[src/rtl/l2_bus_pkg.sv]
// Shared types and defaults for the two-port L2 bus arbiter.
package l2_bus_pkg;

   typedef enum logic [1:0] {
      ARB_IDLE = 2'd0,
      ARB_OWN0 = 2'd1,
      ARB_OWN1 = 2'd2
   } arb_state_t;

   localparam int PORT_ICACHE = 0;
   localparam int PORT_DCACHE = 1;

   localparam int ADDR_W_DEF = 32;
   localparam int DATA_W_DEF = 32;

   // Index of the owning port for an owned state (ARB_OWN1 -> 1, otherwise 0).
   function automatic logic owner_of(arb_state_t s);
      return (s == ARB_OWN1);
   endfunction

endpackage

[src/rtl/l2_arb_rr_pick.sv]
// Combinational round-robin picker: keeps a requesting owner, otherwise
// grants the sole requester, or on a tie the port that did not own last.
module l2_arb_rr_pick
   import l2_bus_pkg::*;
(
   input  logic [1:0] req,
   input  logic       last_owner,
   input  logic       cur_valid,
   input  logic       cur_owner,
   output logic       next_owner,
   output logic       next_valid
);

   // Pick the next bus owner from the current requests.
   always_comb begin
      next_owner = 1'b0;
      next_valid = 1'b0;
      if (cur_valid && req[cur_owner]) begin
         next_owner = cur_owner;
         next_valid = 1'b1;
      end else begin
         case (req)
            2'b01: begin
               next_owner = 1'(PORT_ICACHE);
               next_valid = 1'b1;
            end
            2'b10: begin
               next_owner = 1'(PORT_DCACHE);
               next_valid = 1'b1;
            end
            2'b11: begin
               next_owner = ~last_owner;
               next_valid = 1'b1;
            end
            default: begin
               next_owner = 1'b0;
               next_valid = 1'b0;
            end
         endcase
      end
   end

endmodule

[src/rtl/l2_bus_arbiter_2port.sv]
// Two-port L2 bus arbiter: I-cache (port 0) and D-cache (port 1) share one
// synchronous L2 port. Ownership is round-robin and held for as long as the
// owner keeps mem_en high, so multi-beat fills and write-throughs stay whole.
module l2_bus_arbiter_2port
   import l2_bus_pkg::*;
#(
   parameter int ADDR_W   = ADDR_W_DEF,
   parameter int DATA_W   = DATA_W_DEF,
   parameter int MAX_HOLD = 16
) (
   input  logic              clk,
   input  logic              rst,
   input  logic              p0_mem_en,
   input  logic              p0_mem_wr_en,
   input  logic [ADDR_W-1:0] p0_addr,
   input  logic [DATA_W-1:0] p0_wr_data,
   output logic              p0_rd_granted,
   output logic              p0_wr_granted,
   input  logic              p1_mem_en,
   input  logic              p1_mem_wr_en,
   input  logic [ADDR_W-1:0] p1_addr,
   input  logic [DATA_W-1:0] p1_wr_data,
   output logic              p1_rd_granted,
   output logic              p1_wr_granted,
   output logic [DATA_W-1:0] rd_data,
   output logic              l2_en,
   output logic              l2_wr_en,
   output logic [ADDR_W-1:0] l2_addr,
   output logic [DATA_W-1:0] l2_wr_data,
   input  logic [DATA_W-1:0] l2_rd_data,
   output logic              hold_timeout
);

   localparam int CNT_W = $clog2(MAX_HOLD + 1);
   localparam logic [CNT_W-1:0] CNT_MAX = CNT_W'(MAX_HOLD);

   arb_state_t       state;
   arb_state_t       state_next;
   logic             last_owner;
   logic [CNT_W-1:0] hold_cnt;
   logic [CNT_W-1:0] hold_cnt_next;
   logic             timeout_set;
   logic             owner_change;
   logic             other_req;
   logic             cur_valid;
   logic             cur_owner;
   logic             pick_owner;
   logic             pick_valid;

   assign cur_valid = (state != ARB_IDLE);
   assign cur_owner = owner_of(state);

   l2_arb_rr_pick u_pick (
      .req        ({p1_mem_en, p0_mem_en}),
      .last_owner (last_owner),
      .cur_valid  (cur_valid),
      .cur_owner  (cur_owner),
      .next_owner (pick_owner),
      .next_valid (pick_valid)
   );

   // State, round-robin history, hold counter and sticky timeout registers.
   always_ff @(posedge clk or posedge rst) begin
      if (rst) begin
         state        <= ARB_IDLE;
         last_owner   <= 1'b1;
         hold_cnt     <= '0;
         hold_timeout <= 1'b0;
      end else begin
         state    <= state_next;
         hold_cnt <= hold_cnt_next;
         if (owner_change) begin
            last_owner <= pick_owner;
         end
         if (timeout_set) begin
            hold_timeout <= 1'b1;
         end
      end
   end

   // Next state, hold-count update and timeout detection.
   always_comb begin
      state_next    = ARB_IDLE;
      owner_change  = 1'b0;
      hold_cnt_next = '0;
      timeout_set   = 1'b0;
      other_req     = cur_owner ? p0_mem_en : p1_mem_en;
      if (pick_valid) begin
         state_next   = pick_owner ? ARB_OWN1 : ARB_OWN0;
         owner_change = !cur_valid || (pick_owner != cur_owner);
      end
      if (pick_valid && !owner_change) begin
         hold_cnt_next = (hold_cnt < CNT_MAX) ? hold_cnt + CNT_W'(1) : hold_cnt;
         timeout_set   = (hold_cnt_next == CNT_MAX) && other_req;
      end
   end

   // Grant decode and L2 steering from the owner's signals; all zero in IDLE.
   always_comb begin
      p0_rd_granted = 1'b0;
      p0_wr_granted = 1'b0;
      p1_rd_granted = 1'b0;
      p1_wr_granted = 1'b0;
      l2_en         = 1'b0;
      l2_wr_en      = 1'b0;
      l2_addr       = '0;
      l2_wr_data    = '0;
      case (state)
         ARB_OWN0: begin
            p0_rd_granted = !p0_mem_wr_en;
            p0_wr_granted = p0_mem_wr_en;
            l2_en         = p0_mem_en;
            l2_wr_en      = p0_mem_en & p0_mem_wr_en;
            l2_addr       = p0_addr;
            l2_wr_data    = p0_wr_data;
         end
         ARB_OWN1: begin
            p1_rd_granted = !p1_mem_wr_en;
            p1_wr_granted = p1_mem_wr_en;
            l2_en         = p1_mem_en;
            l2_wr_en      = p1_mem_en & p1_mem_wr_en;
            l2_addr       = p1_addr;
            l2_wr_data    = p1_wr_data;
         end
         default: begin
            l2_en = 1'b0;
         end
      endcase
   end

   // Read data goes straight back to both caches; each qualifies it itself.
   assign rd_data = l2_rd_data;

endmodule

[config.mk]
export PLATFORM = sky130hd
export DESIGN_NAME = l2_bus_arbiter_2port
export DESIGN_NICKNAME = d
export VERILOG_FILES = /design/src/rtl/l2_bus_pkg.sv /design/src/rtl/l2_arb_rr_pick.sv /design/src/rtl/l2_bus_arbiter_2port.sv
export SDC_FILE = /design/constraint.sdc
export NUM_CORES = 1
export LEC_CHECK = 0
export BUFFER_PORTS_ARGS = -buffer_cell sky130_fd_sc_hd__buf_2
export CORE_AREA = 2 2 104 106
export CTS_BUF_LIST = sky130_fd_sc_hd__clkbuf_4 sky130_fd_sc_hd__clkbuf_8
export CTS_CLUSTER_SIZE = 16
export DETAILED_ROUTE_END_ITERATION = 7
export DIE_AREA = 0 0 106 108
export PLACE_DENSITY = 0.52
export SKIP_LAST_GASP = 1
export SLEW_MARGIN = 20
export SYNTH_ARGS = -nofsm -noshare
export SYNTH_HDL_FRONTEND = slang
export SYNTH_HIERARCHICAL = 1
export SYNTH_SLANG_ARGS = --single-unit
[constraint.sdc]
create_clock -name clk -period 2.5 [get_ports clk]
set_input_delay 0.375 -clock clk [delete_from_list [all_inputs] [get_ports clk]]
set_output_delay 0.375 -clock clk [all_outputs]
set_load 0.005 [all_outputs]
==> results of run 1 <==
-- kinds of logic (layout without fill, tap and decap cells) --
group           after synthesis  after routing  synth area share [%]
xor+xnor                      4              4                  2.33
mux                           2              2                  1.10
flops                         9              9                  12.4
fa+ha+maj                     4              4                  2.74
other cells                   0              1                     0
buf+inv                      61            219                  21.4
simple gates                 91             91                  30.6
compound gates               71             71                  29.5
-- power groups by stage --
| stage | Clock, W | Sequential (W) | Combinational [W] |
|---|---|---|---|
| after floorplan | 0 | 0.000175 | 0.000434 |
| after global placement | 0 | 0.000177 | 0.000674 |
| after detailed placement | 0 | 0.000177 | 0.000686 |
| after CTS | 0.000187 | 0.000175 | 0.000686 |
| after global routing | 0.000191 | 0.000178 | 0.000750 |
| final | 0.000182 | 0.000175 | 0.000675 |
-- final cells by class --
class                   instances  area [sq um]
repair buffers                210          1070
clock buffers                   4          48.8
fillers                      1149          7480
inverters                       5          18.8
flip-flops and latches          9           226
multi-input cells             172          1210
well taps                     136           170
diodes                          1          2.50
-- Yosys cell counts, drive strengths merged --
master,instances,area [sq um]
and2,3,18.8
a211o,1,8.76
nand4b,1,8.76
ha,4,50.1
o22a,1,8.76
buf,47,337
a22oi,65,488
clkbuf,9,35.0
inv,5,18.8
mux2i,2,20.0
nor4,1,6.26
a31oi,1,6.26
dfrtp,8,200
a41o,1,10.0
dfstp,1,26.3
and2b,1,8.76
and4,1,11.3
a21boi,1,7.51
or2,2,12.5
a31o,1,8.76
nand3,2,10.0
nor2,8,30.0
nor2b,69,432
xor2,1,8.76
xnor2,3,33.8
and4bb,1,12.5
nand2,2,7.51
-- layer usage --
layer  part of all wire, %  track usage (%)  wire (um)
met3                   8.3             1.57        633
met1                    37             13.3       2860
met5                     0                0          0
met2                    53             22.4       4050
met4                   1.6             3.29        123
-- how the worst max path moves through the flow --
stage	to	slack, ps	depth (start not counted)
final	l2_addr[12]	260	6
after global routing	l2_addr[12]	120	6
after CTS	l2_addr[29]	230	6
after detailed placement	l2_addr[29]	500	6
after global placement	l2_addr[29]	480	6
after floorplan	hold_timeout	690	8
-- registers in the layout (all words and copies together), names as in the netlist --
signal and count:
hold_cnt 5, hold_timeout 1, last_owner 1, state 2
-- worst max-delay path, stage by stage, from the launching register on --
cell	delay [ps]
dfrtp_1	390
inv_1	90
ha_2	200
buf_4	410
a22oi_1	220
nor2b_1	160
buf_2	120
-- metrics by stage --
step                instance area [sq um]  hold WS [ps]  util [%]  setup WS [ps]  cells
finish                               2750          97.8      26.8            265    537
global route                         2750           136      26.8            117    537
CTS                                  2740           110      26.8            232    536
detailed placement                   2700           361      26.3            503    532
global placement                     2700           346      26.3            484    532
floorplan                            1830           202         -            689    242
==> summary.md, run 1 <==
| Metric | Value |
|---|---|
| Kind of critical path | flip-flop to primary output |
| Syn Area/Cell | 7.54 sq um |
| Reg2Reg Launch Point | state[0] |
| Core Area | 10,200 sq um |
| Area grow syn2layout | 50.4% |
| Max Clock Freq | 447 MHz |
| Most frequent cells in the layout | buf_2, nor2b_1, a22oi_1 |
| Slew Limit Headroom | 67.6% |
| CTS tree | done |
| Post-CTS setup repair buffer count | 0 |
| Post_cts resized | 0 |
| Fin crit period | 2240 ps |
| PortBufs | 204 |
| R2R Setup Slk | 530 ps |
| Total grt overflow | 0 |
| Vias in the first global route | 2,176 |
| CP required | 2120 ps |
| RSZ-0062 raised after global routing | no |
| Hold/Removal Path Class | input port to asynchronous set/reset pin |
| Status | complete, no violations |
| Bufs on Longest Clock Path | 2 |
| Initial antenna violation count | 1 |
| Total Routing Usage GR | 11.6% |
| Internal power | 0.000633 W |
| Synth warn | 6 |
| Clock transition at the registers of the reported paths | 50 ps |
| I/O Pins | 269 |
| Post-synth net total | 412 |
| CTS sink cnt | 9 |
| Number of remaining DRC errors | 0 |
| Critical path launch point type | flip-flop |
| Mapped Cells | 242 |
| Worst Skew | 6.93 ps |
| Clock power share | 17.6% |
| Die Ht | 108 um |
| Antenna Nets Post-Route | 0 |
| Power Density | 376 nW/um^2 |
| CTS H-Tree Depth | 1 |
| DR vias | 2,393 |
| CTS buffer count | 3 |
| Root buf cell | clkbuf_8 |
| Worst Path Max Fanout | 43 |
| # setup viols final | 0 |
| Count of state elements after synthesis | 9 |
| Initial drt markers | 140 |
| Depth of the worst register-to-register path | 8 |
| Commonest non-fill, non-tap cell in the layout | buf_2 |
| Worst vdd ir | 157 uV |
| Final hold violations | 0 |
| Placement Rows | 37 |
| R2R Path End | hold_timeout |
| Worst Setup SP | state[0] |
| Detailed Place HPWL | 6.28 mm |
| Crit end category | primary output |
| Initial core utilization | 17.8% |
| Net Switching | 0.000399 W |
| Clk_lat worst skew | 240 ps |
| Setup tns final | 0 ps |
| Global-route wire length before repair | 10.8 mm |
| Unique cell type count in the Yosys netlist | 32 |
| Post-synthesis sequential area ratio | 12.4% |
| Flop pwr share | 17.0% |
| Final slew viol count | 0 |
| LEAKAGE | 1.46 nW |
| Largest net degree at the start of global routing | 45 |
| Power Total | 0.00103 W |
| Fin crit share | 89.4% |
| Die area | 11,400 sq um |
| Placer Congestion | 0.714 |
| Die width | 106 um |
| Worst EP arrival | 1860 ps |
| WL final | 7.67 mm |
| Drt first pass iters | 5 |
| Pin slew with the least headroom to its limit | 487 ps |
| Hold-fix buffers at CTS | 0 |
| Via density | 4.46 |
| Sw frac | 38.6% |
| NumNets Final | 571 |
| Combinational share of power | 65.4% |
| Share of cells above drive strength 1 | 55.3% |
| Mapped cell area | 1830 sq um |
| Max cap viols | 0 |
| Mean routed wirelength per cell | 14.3 um |
(Power assumes the default switching activity.)
==> run 2, diff against run 1 <==
--- a/config.mk
+++ b/config.mk
@@ -6,12 +6,14 @@
 export NUM_CORES = 1
 export LEC_CHECK = 0
 export BUFFER_PORTS_ARGS = -buffer_cell sky130_fd_sc_hd__buf_2
+export CELL_PAD_IN_SITES_DETAIL_PLACEMENT = 1
+export CELL_PAD_IN_SITES_GLOBAL_PLACEMENT = 1
 export CORE_AREA = 2 2 104 106
 export CTS_BUF_LIST = sky130_fd_sc_hd__clkbuf_4 sky130_fd_sc_hd__clkbuf_8
 export CTS_CLUSTER_SIZE = 16
 export DETAILED_ROUTE_END_ITERATION = 7
 export DIE_AREA = 0 0 106 108
-export PLACE_DENSITY = 0.52
+export PLACE_DENSITY = 0.81
 export SKIP_LAST_GASP = 1
 export SLEW_MARGIN = 20
 export SYNTH_ARGS = -nofsm -noshare
==> run 2 against run 1 <==
Net effect: critical path depth unchanged; critical path type unchanged; global-route usage up 0.64 points; critical endpoint is now l2_wr_data[2]; hold slack improved by 4.3 ps; largest power group unchanged.
==> summary.md, run 2 (synthesized netlist as in run 1, its figures left out) <==
| Metric | Value |
|---|---|
| Clk_lat worst skew | 230 ps (about the same) |
| Placer Congestion | 0.776 (+8.7%) |
| Slew Limit Headroom | 71.9% (+4.4 points) |
| CP max stage cell | dfrtp_1 |
| Placement Rows | 37 (unchanged) |
| Hold-fix buffers at CTS | 0 (unchanged) |
| Final instance area | 2740 sq um (about the same) |
| Worst vdd ir | 194 uV (+24%) |
| Final slew viol count | 0 (unchanged) |
| Crit-path max cell delay | 390 ps (-20 ps) |
| Worst Path Max Fanout | 38 (-12%) |
| Top flop regs | hold_cnt (5), state (2) |
| Die width | 106 um (unchanged) |
| # setup viols final | 0 (unchanged) |
| Worst EP arrival | 1820 ps (-40 ps) |
| LEAKAGE | 1.46 nW (unchanged) |
| CTS buffer count | 3 (unchanged) |
| Detailed Place HPWL | 6.77 mm (+7.7%) |
| Crit end category | primary output |
| Highest metal layer with signal wires | met4 |
| Fin crit period | 2190 ps (-45.0 ps) |
| Final WS setup | 310 ps (+45.0 ps) |
| CP required | 2120 ps (about the same) |
| CTS tree | done |
| Reg with most FFs | hold_cnt |
| Net Switching | 0.000395 W (-0.92%) |
| Placed Area | 2700 sq um (unchanged) |
| Placement-stage worst setup slack | 505 ps (+1.32 ps) |
| WL met2 | 4.26 mm (+5.1%) |
| Fin crit share | 87.6% (-1.8 points) |
| Reg2Reg Launch Point | state[0] |
| Total Routing Usage GR | 12.2% (+0.64 points) |
| Share of cells above drive strength 1 | 55.3% (unchanged) |
| Final hold violations | 0 (unchanged) |
| Vias in the first global route | 2,452 (+13%) |
| R2R Path End | hold_timeout |
| Clock transition at the registers of the reported paths | 50 ps (about the same) |
| Die Ht | 108 um (unchanged) |
| Pin slew with the least headroom to its limit | 421 ps (-65.3 ps) |
| Max Clock Freq | 457 MHz (+2.1%) |
| Most frequent cells in the layout | buf_2, nor2b_1, a22oi_1 |
| Setup tns final | 0 ps (unchanged) |
| Met3 WL | 852 um (+35%) |
| Largest register FFs | 5 (unchanged) |
| I/O Pins | 269 (unchanged) |
| Initial core utilization | 17.8% (unchanged) |
| Global-route wire length before repair | 11.6 mm (+7.4%) |
| Internal power | 0.000634 W (about the same) |
| Fin util | 26.8% (about the same) |
| CTS H-Tree Depth | 1 (unchanged) |
| Initial antenna violation count | 0 (-1) |
| Status | complete, no violations |
| Combinational share of power | 65.6% (+0.2 points) |
| CTS sink cnt | 9 (unchanged) |
| Drt first pass iters | 4 (-1) |
| Clock power share | 17.3% (-0.3 points) |
| Post_cts resized | 0 (unchanged) |
| Die area | 11,400 sq um (unchanged) |
| Critical path launch point type | flip-flop |
| Core Area | 10,200 sq um (unchanged) |
| Max cap viols | 0 (unchanged) |
| # diodes | 0 (-1) |
| R2R Setup Slk | 510 ps (-20 ps) |
| Mean routed wirelength per cell | 14.8 um (+3.7%) |
| WL final | 7.94 mm (+3.5%) |
| Flop pwr share | 17.1% (about the same) |
| Cell Chain, Critical Path | inv_1 -> ha_2 -> buf_4 -> a22oi_1 -> nor2b_1 -> buf_2 |
| Power Density | 375 nW/um^2 (-0.21%) |
| Worst Skew | 6.03 ps (-0.907 ps) |
| Antenna Nets Post-Route | 0 (unchanged) |
| Commonest non-fill, non-tap cell in the layout | buf_2 |
| Sw frac | 38.4% (-0.24 points) |
| DR vias | 2,368 (-1.0%) |
| Largest net degree at the start of global routing | 42 (-6.7%) |
| DRT met1 WL | 2.71 mm (-5.5%) |
| Area grow syn2layout | 50.3% (about the same) |
| Bufs on Longest Clock Path | 2 (unchanged) |
| Initial drt markers | 150 (+7.1%) |
| Depth of the worst register-to-register path | 8 (unchanged) |
| Total grt overflow | 0 (unchanged) |
| Post-CTS setup repair buffer count | 0 (unchanged) |
| Kind of critical path | flip-flop to primary output |
| Via density | 4.42 (-0.86%) |
| Hold/Removal Path Class | input port to asynchronous set/reset pin |
| PortBufs | 204 (unchanged) |
| NumNets Final | 571 (unchanged) |
| Number of remaining DRC errors | 0 (unchanged) |
| Worst hold slack | 102 ps (+4.25 ps) |
| Root buf cell | clkbuf_8 |
| RSZ-0062 raised after global routing | no |
-- run 2: changes by cell type in the layout (fill, tap and decap cells not counted) --
cell	before	now
diode_2	1	0
-- run 2: how the worst max path moves through the flow --
stage	from	endpoint	slack, ps	cells after the start
floorplan	state[0]	hold_timeout	690	8
global placement	state[0]	hold_timeout	640	8
detailed placement	state[0]	hold_timeout	500	8
CTS	state[0]	l2_wr_data[2]	290	6
global route	state[0]	l2_addr[0]	150	6
finish	state[0]	l2_wr_data[2]	310	6
-- run 2: worst max-delay path, delay by kind of cell (launching register included) --
family	cells	cell delay, ps
fa+ha+maj	1	240
buf+inv	3	610
simple gates	1	160
compound gates	1	160
flops	1	390
-- run 2: per-stage QoR --
step           instances  power (W)
3_3_place_gp         532   0.000831
4_1_cts              536    0.00105
2_1_floorplan        242   0.000609
3_5_place_dp         532   0.000861
5_1_grt              536    0.00113
6_report             536    0.00103
-- run 2: area by class of cell --
| type | count | area, sq um |
|---|---|---|
| fillers | 1299 | 7490 |
| multi-input cells | 172 | 1210 |
| flip-flops and latches | 9 | 226 |
| clock buffers | 4 | 48.8 |
| inverters | 5 | 18.8 |
| repair buffers | 210 | 1070 |
| well taps | 136 | 170 |
-- run 2: per-layer routing --
| layer | vias up | track usage, % |
|---|---|---|
| met4 | 0 | 3.67 |
| met1 | 1056 | 11.9 |
| met3 | 12 | 3.74 |
| li1 | 1138 | - |
| met2 | 162 | 24.7 |
| met5 | - | 0 |
-- run 2: power groups by stage --
stage,clock network [W],registers (W),logic [W]
floorplan,0,0.000175,0.000434
global placement,0,0.000177,0.000654
detailed placement,0,0.000178,0.000683
CTS,0.000184,0.000176,0.000686
global route,0.000196,0.000179,0.000753
finish,0.000178,0.000176,0.000674
